**src/rtl/uart_pkg.sv**
```systemverilog
// rtl/uart_pkg.sv - shared UART constants and state encoding for the TX and RX sides
package uart_pkg;

    localparam int UART_DATA_BITS    = 8;
    localparam int UART_TICK_PER_BIT = 16;

    typedef enum logic [2:0] {
        IDLE   = 3'd0,
        START  = 3'd1,
        DATA   = 3'd2,
        PARITY = 3'd3,
        STOP   = 3'd4
    } uart_state_t;

endpackage

```
**src/rtl/uart_tx.sv**
```systemverilog
// rtl/uart_tx.sv - UART transmitter with one-entry holding register, optional parity and 2 stop bits
module uart_tx
    import uart_pkg::*;
#(
    parameter int TICK_PER_BIT = UART_TICK_PER_BIT,
    parameter int PARITY_EN    = 0,
    parameter int PARITY_ODD   = 0,
    parameter int STOP_BITS    = 1
) (
    input  logic       i_Clock,
    input  logic       i_reset,
    input  logic       sample_tick,
    input  logic       i_TX_DV,
    input  logic [7:0] i_TX_Byte,
    output logic       o_TX_Ready,
    output logic       o_TX_Serial,
    output logic       o_TX_Active,
    output logic       o_TX_Done
);

    localparam int              CW       = $clog2(TICK_PER_BIT);
    localparam logic [CW-1:0]   CNT_LAST = CW'(TICK_PER_BIT - 1);
    localparam logic [2:0]      IDX_LAST = 3'(UART_DATA_BITS - 1);
    localparam logic            PAR_INV  = (PARITY_ODD != 0);

    uart_state_t   state, state_n;
    logic [CW-1:0] cnt, cnt_n;
    logic [2:0]    bit_idx, bit_idx_n;
    logic          stop_cnt, stop_cnt_n;
    logic [7:0]    hold, hold_n;
    logic          hold_full, hold_full_n;
    logic [7:0]    shift, shift_n;
    logic          serial, serial_n;
    logic          active, active_n;
    logic          done, done_n;
    logic          bit_end;
    logic          load;
    logic          accept;

    assign accept      = i_TX_DV && !hold_full;
    assign o_TX_Ready  = !hold_full;
    assign o_TX_Serial = serial;
    assign o_TX_Active = active;
    assign o_TX_Done   = done;

    always_ff @(posedge i_Clock) begin
        if (i_reset) begin
            state     <= IDLE;
            cnt       <= '0;
            bit_idx   <= '0;
            stop_cnt  <= 1'b0;
            hold      <= '0;
            hold_full <= 1'b0;
            shift     <= '0;
            serial    <= 1'b1;
            active    <= 1'b0;
            done      <= 1'b0;
        end else begin
            state     <= state_n;
            cnt       <= cnt_n;
            bit_idx   <= bit_idx_n;
            stop_cnt  <= stop_cnt_n;
            hold      <= hold_n;
            hold_full <= hold_full_n;
            shift     <= shift_n;
            serial    <= serial_n;
            active    <= active_n;
            done      <= done_n;
        end
    end

    always_comb begin
        state_n    = state;
        cnt_n      = cnt;
        bit_idx_n  = bit_idx;
        stop_cnt_n = stop_cnt;
        shift_n    = shift;
        serial_n   = serial;
        active_n   = active;
        done_n     = 1'b0;
        load       = 1'b0;
        bit_end    = 1'b0;

        // Bit timer runs only while a frame is on the line
        if (state != IDLE && sample_tick) begin
            if (cnt == CNT_LAST) begin
                cnt_n   = '0;
                bit_end = 1'b1;
            end else begin
                cnt_n = cnt + CW'(1);
            end
        end

        case (state)
            IDLE: begin
                serial_n = 1'b1;
                active_n = 1'b0;
                if (sample_tick && hold_full) begin
                    load = 1'b1;
                end
            end
            START: begin
                if (bit_end) begin
                    state_n   = DATA;
                    bit_idx_n = '0;
                    serial_n  = shift[0];
                end
            end
            DATA: begin
                if (bit_end) begin
                    if (bit_idx != IDX_LAST) begin
                        bit_idx_n = bit_idx + 3'd1;
                        serial_n  = shift[bit_idx + 3'd1];
                    end else if (PARITY_EN != 0) begin
                        state_n  = PARITY;
                        serial_n = (^shift) ^ PAR_INV;
                    end else begin
                        state_n    = STOP;
                        stop_cnt_n = 1'b0;
                        serial_n   = 1'b1;
                    end
                end
            end
            PARITY: begin
                if (bit_end) begin
                    state_n    = STOP;
                    stop_cnt_n = 1'b0;
                    serial_n   = 1'b1;
                end
            end
            STOP: begin
                if (bit_end) begin
                    if (STOP_BITS == 2 && !stop_cnt) begin
                        stop_cnt_n = 1'b1;
                    end else begin
                        done_n = 1'b1;
                        if (hold_full) begin
                            load = 1'b1;
                        end else begin
                            state_n  = IDLE;
                            active_n = 1'b0;
                            serial_n = 1'b1;
                        end
                    end
                end
            end
            default: begin
                state_n  = IDLE;
                serial_n = 1'b1;
                active_n = 1'b0;
            end
        endcase

        // Reload from the holding register starts the next start bit on this edge
        if (load) begin
            state_n  = START;
            cnt_n    = '0;
            shift_n  = hold;
            serial_n = 1'b0;
            active_n = 1'b1;
        end

        hold_n      = hold;
        hold_full_n = hold_full;
        if (load) begin
            hold_full_n = 1'b0;
        end
        if (accept) begin
            hold_n      = i_TX_Byte;
            hold_full_n = 1'b1;
        end
    end

endmodule

```
**config.mk**
```make
export PLATFORM = sky130hd
export DESIGN_NAME = uart_tx
export DESIGN_NICKNAME = d
export VERILOG_FILES = /design/src/rtl/uart_pkg.sv /design/src/rtl/uart_tx.sv
export SDC_FILE = /design/constraint.sdc
export NUM_CORES = 1
export LEC_CHECK = 0
export ABC_AREA = 0
export CORE_UTILIZATION = 40
export DETAILED_ROUTE_END_ITERATION = 12
export RECOVER_POWER = 100
export SLEW_MARGIN = 0
export SYNTH_ARGS = -nofsm -noshare
export SYNTH_HDL_FRONTEND = slang
export SYNTH_SLANG_ARGS = --single-unit
```
**constraint.sdc**
```tcl
create_clock -name i_Clock -period 2.5 [get_ports i_Clock]
set_input_delay 0.25 -clock i_Clock [delete_from_list [all_inputs] [get_ports i_Clock]]
set_output_delay 0.25 -clock i_Clock [all_outputs]
set_load 0.02 [all_outputs]
```
==> metrics.cfg, run 1 <==
[pwr]
powerDensity_mw_per_mm2=544.5
peakVddDrop_uv=258.8
p_leak_nw=0.5746

[die]
io_pins=16
fp-row-count=20
die_h_um=60.74
coreArea_mm2=0.003153
start_util_pct=43.77
die_w_um=60.74
die_area_mm2=0.003689

[global_routing]
grt-ovfl-total=0
grt_usage_pct=17.52
grt_antenna_before_repair=0
grt_first_pass_wirelength_um=4547
grt_max_degree=18
grt_pass1_vias=983

[cts]
cts_setup_buffers=0
post_cts_resized=0
cts_buffer_depth=2
cts_max_level=2
cts-root-buf=clkbuf_4
holdBufCountCts=0
cts_tree=done
cts.sinks=30
clock_latency_ns=0.33
clk_pin_slew_ns=0.09
cts_buffers=5

[setup_path]
timing.rr.start=bit_idx[0]$_SDFFE_PP0P_
reg2regPathDepth=6
critPathKind=reg2reg
r2r-end=bit_idx[0]$_SDFFE_PP0P_
rrSetupSlack_ns=0.42
required_ns=2.71
cp-start-kind=flip-flop
arrival_ns=2.29
path_max_fanout=5
cp-end-kind=flip-flop

[synth]
synth.most_common_cell=dfxtp_1
synth_area_mm2=0.001380
synthDominantCellAreaShare_pct=43.52
synth_top_cells_by_area=dfxtp_1 44%, mux2i_1 8.0%, nand2_1 5.4%, nor2_1 5.4%, a21oi_1 5.1%
yosysUniqueCellTypes=38
avgSynthCellArea_um2=9.079
synth_seq_cells=30
synthArstFlopShare_pct=0
ys_seq_area_share_pct=43.52
yosys.area.top_type=dfxtp_1
synth_commonest_cells=30 x dfxtp_1, 20 x nand2_1, 20 x nor2_1
yosysWarnings=0
syn_inst=152
synth_ff_type=dfxtp_1
synth-edff-count=0
syn_nets=167

[routing]
drt_iter0_markers=48
antenna_left=0
drc=0
routed_wl_um=2721
vias_per_cell=5.259
wl_per_cell_um=12.83
drtPass1Iterations=6
vias=1115

[timing]
final_hold_viol_count=0
period_minus_slack_ns=2.078
rsz0062_at_grt=false
setup_viol=0
max_freq_ghz=0.4812
setup_tns_ns=0
maxSlewViolCount=0
post-route-period-util_pct=83.13
skew_ns=0.004106
tightest_slew_ns=0.5668
slew_headroom_pct=61.99

[layout]
diodes=0
n_fill_cell=331
area_growth_pct=14.32
fin_util_pct=50.04
drive_gt1_share_pct=8.929
num-nets-final=183

[outcome]
outcome=finished, final reports clean

[min_path]
hold_class=reg2reg
hp-start=hold[0]$_SDFFE_PP0P_
hold_end=hold[0]$_SDFFE_PP0P_
holdPathStages=2

[placed_design]
port_buffers=15
globalplace.congestion=0.7291
dpl.hpwl_um=1872

[flow_run]
max-cap-violations=0

## metrics by stage
stage	worst slack [ns]	total power (W)	cells	cell area, um^2	hold slack [ns]
5_1_grt	0.3255	0.0009084	212	1578	0.4547
6_report	0.4217	0.0008590	212	1578	0.4602
4_1_cts	0.5796	0.0008759	212	1607	0.4407
3_5_place_dp	0.5358	0.0006083	205	1559	0.4482
2_1_floorplan	0.7346	0.0005716	152	1380	0.3860
3_3_place_gp	0.5882	0.0006058	205	1559	0.4447
## layout make-up
| class | instances | area (um^2) | share of cell area [%] |
|---|---|---|---|
| inverter | 2 | 7.507 | 0.4758 |
| clock inverter | 2 | 10.01 | 0.6344 |
| multi-input combinational | 112 | 701.9 | 44.49 |
| timing repair buffer | 17 | 165.2 | 10.47 |
| tap | 44 | 55.05 | 3.489 |
| clock buffer | 5 | 37.54 | 2.379 |
| sequential | 30 | 600.6 | 38.07 |
## logic make-up (layout without fill, tap and decap cells)
family / after synthesis / count (layout) / share of synthesized area, %
adders and majority gates: 3 / 3 / 2.720
xor gates and xnor gates: 2 / 2 / 1.269
buffers and inverters: 10 / 26 / 3.535
AOI/OAI and AO/OA: 27 / 27 / 13.15
muxes: 14 / 14 / 12.06
DFF: 30 / 30 / 43.52
and+or+nand+nor: 66 / 66 / 23.75
## worst max path at each step
| stage | to | cells past startpoint | from | slack [ns] |
|---|---|---|---|---|
| 2_1_floorplan | bit_idx[0]$_SDFFE_PP0P_ | 6 | bit_idx[0]$_SDFFE_PP0P_ | 0.73 |
| 3_3_place_gp | bit_idx[0]$_SDFFE_PP0P_ | 5 | sample_tick | 0.59 |
| 3_5_place_dp | bit_idx[0]$_SDFFE_PP0P_ | 5 | sample_tick | 0.54 |
| 4_1_cts | bit_idx[0]$_SDFFE_PP0P_ | 6 | bit_idx[0]$_SDFFE_PP0P_ | 0.58 |
| 5_1_grt | bit_idx[0]$_SDFFE_PP0P_ | 6 | bit_idx[0]$_SDFFE_PP0P_ | 0.33 |
| 6_report | bit_idx[0]$_SDFFE_PP0P_ | 6 | bit_idx[0]$_SDFFE_PP0P_ | 0.42 |
## state kept, by name, indices dropped and copies added (netlist names)
| signal | count |
|---|---|
| shift | 8 |
| hold | 8 |
| bit_idx | 3 |
| state | 3 |
| o_TX_Active | 1 |
| hold_full | 1 |
| cnt | 4 |
| o_TX_Serial | 1 |
| o_TX_Done | 1 |
## critical path: stages, from the launching register on
cell	delay (ns)
dfxtp_1	0.37
ha_1	0.22
ha_1	0.23
or3b_1	0.36
a211oi_1	0.49
mux2i_1	0.24
nor2_1	0.05
## placed cells by master, fill, tap and decap left out, drive strengths merged, types with 2 or more instances in the layout
master	instances
nand2b	4
ha	3
nand2	20
nand4	2
inv	2
nor2	20
nor4	2
nor2b	4
nand3	3
xor2	2
o21ai	7
clkdlybuf4s50	11
a21oi	14
dlygate4sd3	4
mux4	2
clkinv	2
buf	2
or3b	2
mux2i	11
clkbuf	5
dfxtp	30
nor3	2
## report_power, final
group | internal, W | switching [W] | leakage [nW]
registers | 0.000493 | 0.0000130 | 0.244
clock network | 0.000101 | 0.000165 | 0.0308
logic | 0.0000432 | 0.0000434 | 0.300
## routing by layer
metal	vias up	GRT usage [%]	part of all wire [%]
met3	7	6.397	5.8
met2	35	23.39	42
met1	504	24.24	50
li1	569	-	-
met5	-	0	0
met4	0	9.740	2.2
(Power assumes the default switching activity.)
==> run 2: changes to the inputs <==
Clock period 2.5 ns to 2.09 ns, I/O delays scaled along.
==> metrics.cfg, run 2 (synthesis gave the netlist of run 1 again) <==
[outcome]
outcome=finished, final reports clean

[layout]
drive_gt1_share_pct=12.14
largestRegisters=hold x8, shift x8, cnt x4
final_cell_mix=30 x dfxtp_1, 20 x nand2_1, 20 x nor2_1
fin_util_pct=51.67
diodes=0
area_growth_pct=18.04
fin_cells=217
num-nets-final=187
final_common_cell=dfxtp_1

[cts]
cts_max_level=2
post_cts_resized=0
cts-root-buf=clkbuf_4
cts_buffer_depth=2
cts_setup_buffers=0
clock_latency_ns=0.34
clk_pin_slew_ns=0.10
cts_buffers=5
cts.sinks=30
holdBufCountCts=0
cts_tree=done

[die]
fp-row-count=20
start_util_pct=43.77
die_h_um=60.74
coreArea_mm2=0.003153
die_w_um=60.74
io_pins=16
die_area_mm2=0.003689

[global_routing]
grt_pass1_vias=1053
grt_first_pass_wirelength_um=4609
grt_max_degree=22
grt_usage_pct=17.60
grt_antenna_before_repair=0
grt-ovfl-total=0

[placed_design]
dpl.hpwl_um=1897
placedCellCount=209
port_buffers=15
globalplace.congestion=0.7326

[routing]
met2WireLength_um=1159
vias_per_cell=5.212
drt_iter0_markers=26
route.met3.wl_um=122
drc=0
antenna_left=0
met1_length_um=1307
routed_wl_um=2644
vias=1131
wl_per_cell_um=12.18
drtPass1Iterations=4
routed.top_layer=met4

[timing]
hold_ws_ns=0.4046
skew_ns=0.008233
final_hold_viol_count=0
max_freq_ghz=0.5260
rsz0062_at_grt=false
setup_tns_ns=0
tightest_slew_ns=0.5116
slew_headroom_pct=65.82
post-route-period-util_pct=90.97
setup_viol=0
period_minus_slack_ns=1.901
maxSlewViolCount=0

[setup_path]
arrival_ns=2.13
cp-end-kind=flip-flop
path_max_fanout=5
required_ns=2.32
rrSetupSlack_ns=0.19
critPathKind=reg2reg
cp-start-kind=flip-flop

[pwr]
powerDensity_mw_per_mm2=665.2
p_leak_nw=0.5987
peakVddDrop_uv=429.7

[min_path]
hold_class=in2reg

[flow_run]
max-cap-violations=0

run 2: final cells by class:
type,count,area (um^2)
Tap cell,44,55.05
Fill cell,321,1524
Clock buffer,6,51.30
Inverter,2,7.507
Clock inverter,2,12.51
Multi-Input combinational cell,112,706.9
Timing Repair Buffer,21,195.2
Sequential cell,30,600.6
run 2: worst paths after layout:
kind | from | end | cells past startpoint
worst max register to register | bit_idx[0]$_SDFFE_PP0P_ | bit_idx[0]$_SDFFE_PP0P_ | 6
worst max-delay path | bit_idx[0]$_SDFFE_PP0P_ | bit_idx[0]$_SDFFE_PP0P_ | 6
worst min-delay path | i_TX_Byte[3] | hold[3]$_SDFFE_PP0P_ | 3
worst min register to register | hold[7]$_SDFFE_PP0P_ | hold[7]$_SDFFE_PP0P_ | 2
run 2: stage by stage:
step	power (W)	setup slack [ns]	cell area (um^2)
floorplan	0.0006837	0.3246	1380
global placement	0.0007261	0.2648	1589
detailed placement	0.0007290	0.1916	1589
CTS	0.001097	0.1768	1653
global route	0.001144	0.04349	1629
finish	0.001084	0.1888	1629
run 2: worst max-delay path, cell delays in order (launching register included):
cell and delay [ns]:
dfxtp_1 0.37, ha_1 0.22, ha_1 0.22, or3b_1 0.37, a211oi_2 0.34, mux2i_1 0.23, nor2_1 0.05
run 2: report_power, final:
part	total, W	internal (W)	switching (W)
clock	0.000374	0.000161	0.000212
sequential	0.000605	0.000590	0.0000156
combinational	0.000105	0.0000530	0.0000515
total	0.00108	0.000804	0.000279
run 2: routing by layer:
metal	GRT usage, %	vias to the layer above
met5	0	-
met4	7.792	0
met3	6.397	6
met2	26.84	27
met1	22.37	524
li1	-	574
==> run 3: changes to the inputs <==
Settings changed: SLEW_MARGIN 0 to not set.
==> results of run 3 <==
The final DEF is identical to that of run 2; final timing and power are the same.
